==> config.mk <==
export PLATFORM = sky130hd
export DESIGN_NAME = keyboard_ring_ctrl_flat
export DESIGN_NICKNAME = d
export VERILOG_FILES = /design/src/rtl/keyboard_ring_ctrl_if.sv /design/src/rtl/keyboard_ring_ctrl.sv /design/src/flat_wrapper.sv
export SDC_FILE = /design/constraint.sdc
export NUM_CORES = 1
export LEC_CHECK = 0
export BUFFER_PORTS_ARGS = -buffer_cell sky130_fd_sc_hd__buf_2
export CORE_MARGIN = 10
export CORE_UTILIZATION = 40
export DETAILED_ROUTE_END_ITERATION = 12
export HOLD_SLACK_MARGIN = 0.05
export PLACE_DENSITY = 0.83
export SETUP_SLACK_MARGIN = 0.3
export SLEW_MARGIN = 20
export SYNTH_ARGS = -nofsm -noshare
export SYNTH_HDL_FRONTEND = slang
export SYNTH_SLANG_ARGS = --single-unit
==> constraint.sdc <==
create_clock -name clk_in -period 3.4 [get_ports clk_in]
set_clock_uncertainty 0.15 [all_clocks]
set_input_delay 0.68 -clock clk_in [delete_from_list [all_inputs] [get_ports clk_in]]
set_output_delay 0.68 -clock clk_in [all_outputs]
set_load 0.05 [all_outputs]
==> src/rtl/keyboard_ring_ctrl_if.sv <==
// keyboard_ring_ctrl_if: scancode, CPU MMIO and keyboard RAM signals of the ring controller.
interface keyboard_ring_ctrl_if;
   logic [7:0]  kb_scancode_in;
   logic        kb_valid_in;
   logic [31:0] cpu_addr_in;
   logic [3:0]  cpu_write_enable_in;
   logic [31:0] cpu_wdata_in;
   logic        cpu_read_in;
   logic [31:0] cpu_data_out;
   logic        irq_out;
   logic [4:0]  ram_waddr_out;
   logic [31:0] ram_wdata_out;
   logic [3:0]  ram_we_out;
   logic [4:0]  ram_raddr_out;
   logic [31:0] ram_rdata_in;
   modport slave (
      input  kb_scancode_in, kb_valid_in, cpu_addr_in, cpu_write_enable_in, cpu_wdata_in,
             cpu_read_in, ram_rdata_in,
      output cpu_data_out, irq_out, ram_waddr_out, ram_wdata_out, ram_we_out, ram_raddr_out
   );
   modport master (
      output kb_scancode_in, kb_valid_in, cpu_addr_in, cpu_write_enable_in, cpu_wdata_in,
             cpu_read_in, ram_rdata_in,
      input  cpu_data_out, irq_out, ram_waddr_out, ram_wdata_out, ram_we_out, ram_raddr_out
   );
endinterface

==> src/rtl/keyboard_ring_ctrl.sv <==
// keyboard_ring_ctrl: 128-byte scancode FIFO held in a 32x32 byte-write RAM,
// with a one-byte prefetch of the oldest entry and STATUS/DATA MMIO registers.
module keyboard_ring_ctrl #(
   parameter logic [3:0]  REGION      = 4'h3,
   parameter logic [19:0] STATUS_ADDR = 20'h30080,
   parameter logic [19:0] DATA_ADDR   = 20'h30084,
   parameter int          RAM_LATENCY = 2
) (
   input logic                 clk_in,
   input logic                 rst_in,
   keyboard_ring_ctrl_if.slave bus
);
   typedef enum logic [1:0] {S_IDLE, S_ISSUE, S_WAIT} state_t;
   state_t     state_q, state_d;
   logic [6:0] wr_ptr_q, wr_ptr_d, rd_ptr_q, rd_ptr_d;
   logic [7:0] count_q, count_d, head_byte_q, head_byte_d;
   logic [3:0] lat_q, lat_d;
   logic       head_valid_q, head_valid_d, overflow_q, overflow_d, irq_en_q, irq_en_d, irq_q;
   logic       sel_status, sel_data, flush, full, push_acc, pop, stall, unused_ok;
   assign sel_status = bus.cpu_addr_in[19:16] == REGION && bus.cpu_addr_in[19:0] == STATUS_ADDR;
   assign sel_data   = bus.cpu_addr_in[19:16] == REGION && bus.cpu_addr_in[19:0] == DATA_ADDR;
   assign flush      = sel_status && bus.cpu_write_enable_in[3] && bus.cpu_wdata_in[31];
   assign full       = count_q == 8'd128;
   assign push_acc   = bus.kb_valid_in && !full && !flush;
   assign pop        = sel_data && bus.cpu_read_in && head_valid_q && !flush;
   // A same-cycle write into the word being read would race the RAM read port.
   assign stall      = push_acc && wr_ptr_q[6:2] == rd_ptr_q[6:2];
   assign unused_ok  = ^{bus.cpu_addr_in[31:20], bus.cpu_wdata_in[30:17], bus.cpu_wdata_in[15:2],
                         bus.cpu_wdata_in[0], bus.cpu_write_enable_in[1]};
   assign bus.ram_waddr_out = wr_ptr_q[6:2];
   assign bus.ram_we_out    = push_acc ? 4'b0001 << wr_ptr_q[1:0] : 4'b0000;
   assign bus.ram_wdata_out = {4{bus.kb_scancode_in}};
   assign bus.ram_raddr_out = rd_ptr_q[6:2];
   assign bus.irq_out       = irq_q;
   assign bus.cpu_data_out  = sel_status ? {15'b0, irq_en_q, count_q, 6'b0, overflow_q, count_q != 8'd0} :
                              sel_data   ? {23'b0, head_valid_q, head_byte_q} : 32'b0;
   always_comb begin
      state_d      = state_q;
      lat_d        = lat_q;
      head_byte_d  = head_byte_q;
      head_valid_d = head_valid_q && !pop;
      wr_ptr_d     = wr_ptr_q + 7'(push_acc);
      rd_ptr_d     = rd_ptr_q + 7'(pop);
      count_d      = count_q + 8'(push_acc) - 8'(pop);
      overflow_d   = (overflow_q && !(sel_status && bus.cpu_write_enable_in[0] && bus.cpu_wdata_in[1]))
                     || (bus.kb_valid_in && full);
      irq_en_d     = sel_status && bus.cpu_write_enable_in[2] ? bus.cpu_wdata_in[16] : irq_en_q;
      // The ISSUE cycle is the first of the RAM_LATENCY cycles; capture lands on the last WAIT cycle.
      case (state_q)
         S_IDLE:  state_d = !head_valid_q && count_q != 8'd0 ? S_ISSUE : S_IDLE;
         S_ISSUE: begin
            state_d = stall ? S_ISSUE : S_WAIT;
            lat_d   = 4'd1;
         end
         S_WAIT: begin
            lat_d = lat_q + 4'd1;
            if (lat_q >= 4'(RAM_LATENCY - 1)) begin
               head_byte_d  = bus.ram_rdata_in[{rd_ptr_q[1:0], 3'b000} +: 8];
               head_valid_d = 1'b1;
               state_d      = S_IDLE;
            end
         end
         default: state_d = S_IDLE;
      endcase
      if (flush) begin
         wr_ptr_d     = 7'd0;
         rd_ptr_d     = 7'd0;
         count_d      = 8'd0;
         head_valid_d = 1'b0;
         state_d      = S_IDLE;
         lat_d        = 4'd0;
      end
   end
   always_ff @(posedge clk_in or negedge rst_in) begin
      if (!rst_in) begin
         state_q      <= S_IDLE;
         lat_q        <= 4'd0;
         wr_ptr_q     <= 7'd0;
         rd_ptr_q     <= 7'd0;
         count_q      <= 8'd0;
         head_byte_q  <= 8'd0;
         head_valid_q <= 1'b0;
         overflow_q   <= 1'b0;
         irq_en_q     <= 1'b0;
         irq_q        <= 1'b0;
      end else begin
         state_q      <= state_d;
         lat_q        <= lat_d;
         wr_ptr_q     <= wr_ptr_d;
         rd_ptr_q     <= rd_ptr_d;
         count_q      <= count_d;
         head_byte_q  <= head_byte_d;
         head_valid_q <= head_valid_d;
         overflow_q   <= overflow_d;
         irq_en_q     <= irq_en_d;
         irq_q        <= irq_en_q && count_q != 8'd0;
      end
   end
endmodule

==> src/flat_wrapper.sv <==
// flat-port wrapper written by rule: the top's interface ports become plain ports
module keyboard_ring_ctrl_flat 
#(
   parameter logic [3:0]  REGION      = 4'h3,
   parameter logic [19:0] STATUS_ADDR = 20'h30080,
   parameter logic [19:0] DATA_ADDR   = 20'h30084,
   parameter int          RAM_LATENCY = 2
)
  (clk_in, rst_in, bus_kb_scancode_in, bus_kb_valid_in, bus_cpu_addr_in, bus_cpu_write_enable_in, bus_cpu_wdata_in, bus_cpu_read_in, bus_ram_rdata_in, bus_cpu_data_out, bus_irq_out, bus_ram_waddr_out, bus_ram_wdata_out, bus_ram_we_out, bus_ram_raddr_out);
  keyboard_ring_ctrl_if bus_i ();
  input logic clk_in;
  input logic rst_in;
  input wire logic [$bits(bus_i.kb_scancode_in)-1:0] bus_kb_scancode_in;
  input wire logic [$bits(bus_i.kb_valid_in)-1:0] bus_kb_valid_in;
  input wire logic [$bits(bus_i.cpu_addr_in)-1:0] bus_cpu_addr_in;
  input wire logic [$bits(bus_i.cpu_write_enable_in)-1:0] bus_cpu_write_enable_in;
  input wire logic [$bits(bus_i.cpu_wdata_in)-1:0] bus_cpu_wdata_in;
  input wire logic [$bits(bus_i.cpu_read_in)-1:0] bus_cpu_read_in;
  input wire logic [$bits(bus_i.ram_rdata_in)-1:0] bus_ram_rdata_in;
  output wire logic [$bits(bus_i.cpu_data_out)-1:0] bus_cpu_data_out;
  output wire logic [$bits(bus_i.irq_out)-1:0] bus_irq_out;
  output wire logic [$bits(bus_i.ram_waddr_out)-1:0] bus_ram_waddr_out;
  output wire logic [$bits(bus_i.ram_wdata_out)-1:0] bus_ram_wdata_out;
  output wire logic [$bits(bus_i.ram_we_out)-1:0] bus_ram_we_out;
  output wire logic [$bits(bus_i.ram_raddr_out)-1:0] bus_ram_raddr_out;
  assign bus_i.kb_scancode_in = bus_kb_scancode_in;
  assign bus_i.kb_valid_in = bus_kb_valid_in;
  assign bus_i.cpu_addr_in = bus_cpu_addr_in;
  assign bus_i.cpu_write_enable_in = bus_cpu_write_enable_in;
  assign bus_i.cpu_wdata_in = bus_cpu_wdata_in;
  assign bus_i.cpu_read_in = bus_cpu_read_in;
  assign bus_i.ram_rdata_in = bus_ram_rdata_in;
  assign bus_cpu_data_out = bus_i.cpu_data_out;
  assign bus_irq_out = bus_i.irq_out;
  assign bus_ram_waddr_out = bus_i.ram_waddr_out;
  assign bus_ram_wdata_out = bus_i.ram_wdata_out;
  assign bus_ram_we_out = bus_i.ram_we_out;
  assign bus_ram_raddr_out = bus_i.ram_raddr_out;
  keyboard_ring_ctrl #(.REGION(REGION), .STATUS_ADDR(STATUS_ADDR), .DATA_ADDR(DATA_ADDR), .RAM_LATENCY(RAM_LATENCY)) u_core (.clk_in(clk_in), .rst_in(rst_in), .bus(bus_i));
endmodule
==> impl_results.md <==
* Status: complete, but fails checks
* Failing checks: setup timing
* Synth top area share at 0.331
* Worst setup SP type: primary input
* Row count at 31
* Antenna Nets Post-Route at 0
* CTS Hold Buffers Added at 0
* Total power at 2290 uW
* Core area at ~0.0073 mm2
* Critical-path cell list: buf_6 > or4_4 > nor4_4 > and3_4 > and3_4 > ha_4 > inv_2 > ha_4 > fa_2 > buf_4 > buf_4 > buf_6 > a21oi_2 > nor2_1 > nor3_1 > nor3_1
* Final setup violation count at 7
* Skew-Pair Late Insertion Delay at 290 ps
* Critical path type: in -> reg
* Area growth syn-to-layout at 26.2%
* Initial DRC count at 81
* Max clock buf depth at 2
* GRT Total Usage at 0.129
* Max Cap Viol at 0
* Fin nets at roughly 510
* Yosys cell types at 48
* Layout cell share with drive strength beyond 1 at 0.467
* Fin crit period at 3520 ps
* Least-Margin Pin Slew at 914 ps
* Synth area leader: dfrtp_1
* Worst R2R Path Depth at 16
* Relative slew slack at 0.390
* Routability cong. at 0.824
* Yosys warns at 0
* PD cells at 600 mW/mm2
* H-tree depth at 2
* CP arrival at 3530 ps
* Fmax at 284 MHz
* Via density at 4.95
* Primary FF master, synth: dfrtp_1
* Routed len/inst at 16.4 um
* Final design utilization at 0.523
* CP max stage cell: or4_4
* Total routed wirelength at approximately 8000 um
* Slew Limit Fails at 0
* I/O Pins at 191
* GR Overflow Total at 0
* DIE AREA at 0.0114 mm2
* Final Cycle Share at 1.03
* Critical path's top delay family: simple AND/OR/NAND/NOR gates
* Mapped Cells at 308
* Fin. Hold Viols at 0
* # DRC at 0
* Worst Slack Setup Final at -117 ps
* Sink Count at 40
* WHS Path Cells at 1
* Area contributors post-synth: dfrtp_1, buf_4, ha_1
* Die Span X at between 100 and 150 um
* Port bufs at 93
* Mean area per synthesized cell at 9.82 um2
* Initial Util at 0.415
* TritonCTS clock tree: done
* RSZ-0062 raised after global routing: true
* Num CTS Buffers at 5
* Post-Syn Area at 0.00302 mm2
* Antenna violations before repair at 0
* Crit path max fanout at 3
* Vias in the first global route at 2510
* Slowest cell delay on critical path at 540 ps
* Crit. End Element: flop
* First-pass GRT wire length at 12200 um
* Clock root buffer: clkbuf_8
* Detailed-router iteration count before antenna repair at 4
* Dpl hpwl at 5940 um
* Vias at roughly 2.4k
* Clock slew at reported path FFs at 80 ps
* Chip Height at 107 um
* Async S/R FF share, synth at 1.00
* EDFF count, synth at 0
* Worst path bufs/invs at 5
* Levels on crit path at 16
* Worst VDD drop at 0.000392 V
* Maximum number of pins on one net before global-route repair at 41
* Antenna cell count at 0
* LEAKAGE at 0.00185 uW
* CP required at 3410 ps
* Flops & latches, synth at 40
* Sequential cell area fraction in the yosys report at 0.331
* Hold crit path type: reg -> reg
[worst reg2reg max path, stage by stage, from the launching register on]
cell and delay, ps:
dfrtp_1 400, inv_1 100, ha_1 140, nor4bb_1 440, nand2_1 190, nand2_1 110
or2_4 140, inv_4 40, ha_4 160, fa_2 360, buf_4 140, buf_4 130
buf_6 110, a21oi_2 110, nor2_1 50, nor3_1 130, nor3_1 80
[cells in the mapped netlist (2+ instances only)]
cell,number
nand2b_1,3
nand3_1,9
nor4_1,3
a22o_1,3
a31oi_1,2
nand2_1,7
inv_1,17
and3_1,14
xnor2_1,10
nor3b_1,2
nand4_1,2
mux2_2,9
o21bai_1,3
mux4_2,8
nor3_1,7
xor2_1,10
or4_1,3
o21ai_0,4
nor2b_1,8
nor2_1,26
clkbuf_1,2
and2_1,7
ha_1,22
buf_4,58
buf_2,2
a21oi_1,6
dfrtp_1,40
[logic make-up after synthesis]
| group | synth area share |
|---|---|
| xor gates and xnor gates | 0.0579 |
| muxes | 0.0931 |
| buffers and inverters | 0.177 |
| and+or+nand+nor | 0.177 |
| adders and majority gates | 0.0976 |
| DFF | 0.331 |
| other | 0.00124 |
| AOI/OAI and AO/OA | 0.0654 |
[sequential cells by signal, summed over array words and instances, names as in the netlist]
register / flops
u_core.irq_en_q: 1
u_core.count_q: 8
u_core.rd_ptr_q: 7
u_core.overflow_q: 1
u_core.state_q: 2
u_core.head_valid_q: 1
u_core.bus.irq_out: 1
u_core.head_byte_q: 8
u_core.lat_q: 4
u_core.wr_ptr_q: 7
[routing by layer]
layer | share of wire | track usage | routed length, um
met1 | 0.39 | 0.146 | 3050
met4 | 0.0040 | 0.0222 | 31
met3 | 0.060 | 0.0431 | 472
met2 | 0.55 | 0.234 | 4270
met5 | 0 | 0 | 0
[power breakdown]
| group | switching, uW | internal (uW) | total, uW |
|---|---|---|---|
| Clock | 163 | 140 | 303 |
| Sequential | 128 | 592 | 720 |
| Combinational | 691 | 576 | 1270 |
[final cells by class]
cell class / instances / area, um2
fillers: 660 / 3480
well taps: 99 / 124
repair buffers: 112 / 808
inverters: 18 / 70.1
clock buffers: 6 / 72.6
multi-input cells: 200 / 1740
flip-flops and latches: 40 / 1000
clock inverters: 1 / 5.00
[final timing paths]
kind / start / to / slack, ps
setup reg to reg: u_core.count_q[3] / u_core.count_q[4] / 300
min in group asynchronous: rst_in / u_core.wr_ptr_q[4] / 370
setup / recovery: bus_cpu_addr_in[6] / u_core.count_q[4] / -120
max in group asynchronous: rst_in / u_core.count_q[2] / 2170
hold reg to reg: u_core.head_byte_q[2] / u_core.head_byte_q[2] / 350
hold / removal: u_core.head_byte_q[2] / u_core.head_byte_q[2] / 350
[placed cells by master, fill, tap and decap left out, drive strengths merged, types with 10 or more instances in the layout]
cell type  Yosys  layout
xnor2         10      10
conb           1      15
ha            22      22
and3          14      14
nor2          26      26
inv           18      18
dfrtp         40      40
buf           62     111
xor2          10      10
[timing repair]
item | 4_1_cts | 5_1_grt
endpoints found under the setup margin | 30 | 30
pin swaps | 16 | 16
setup buffers | 4 | 5
cloned | 0 | 0
gates resized for setup | 70 | 15
[per-stage QoR]
| stage | setup slack (ps) | cell area (um2) | setup TNS, ps | std cells | hold WS, ps |
|---|---|---|---|---|---|
| 6_report | -117 | 3820 | -354 | 476 | 353 |
| 5_1_grt | -241 | 3820 | -1120 | 476 | 366 |
| 2_1_floorplan | -228 | 3140 | -337 | 322 | 234 |
| 3_5_place_dp | -488 | 3330 | -2400 | 460 | 337 |
| 4_1_cts | -81.6 | 3710 | -162 | 471 | 354 |
| 3_3_place_gp | -484 | 3330 | -2340 | 460 | 326 |
Power figures use the tool's default switching activity.
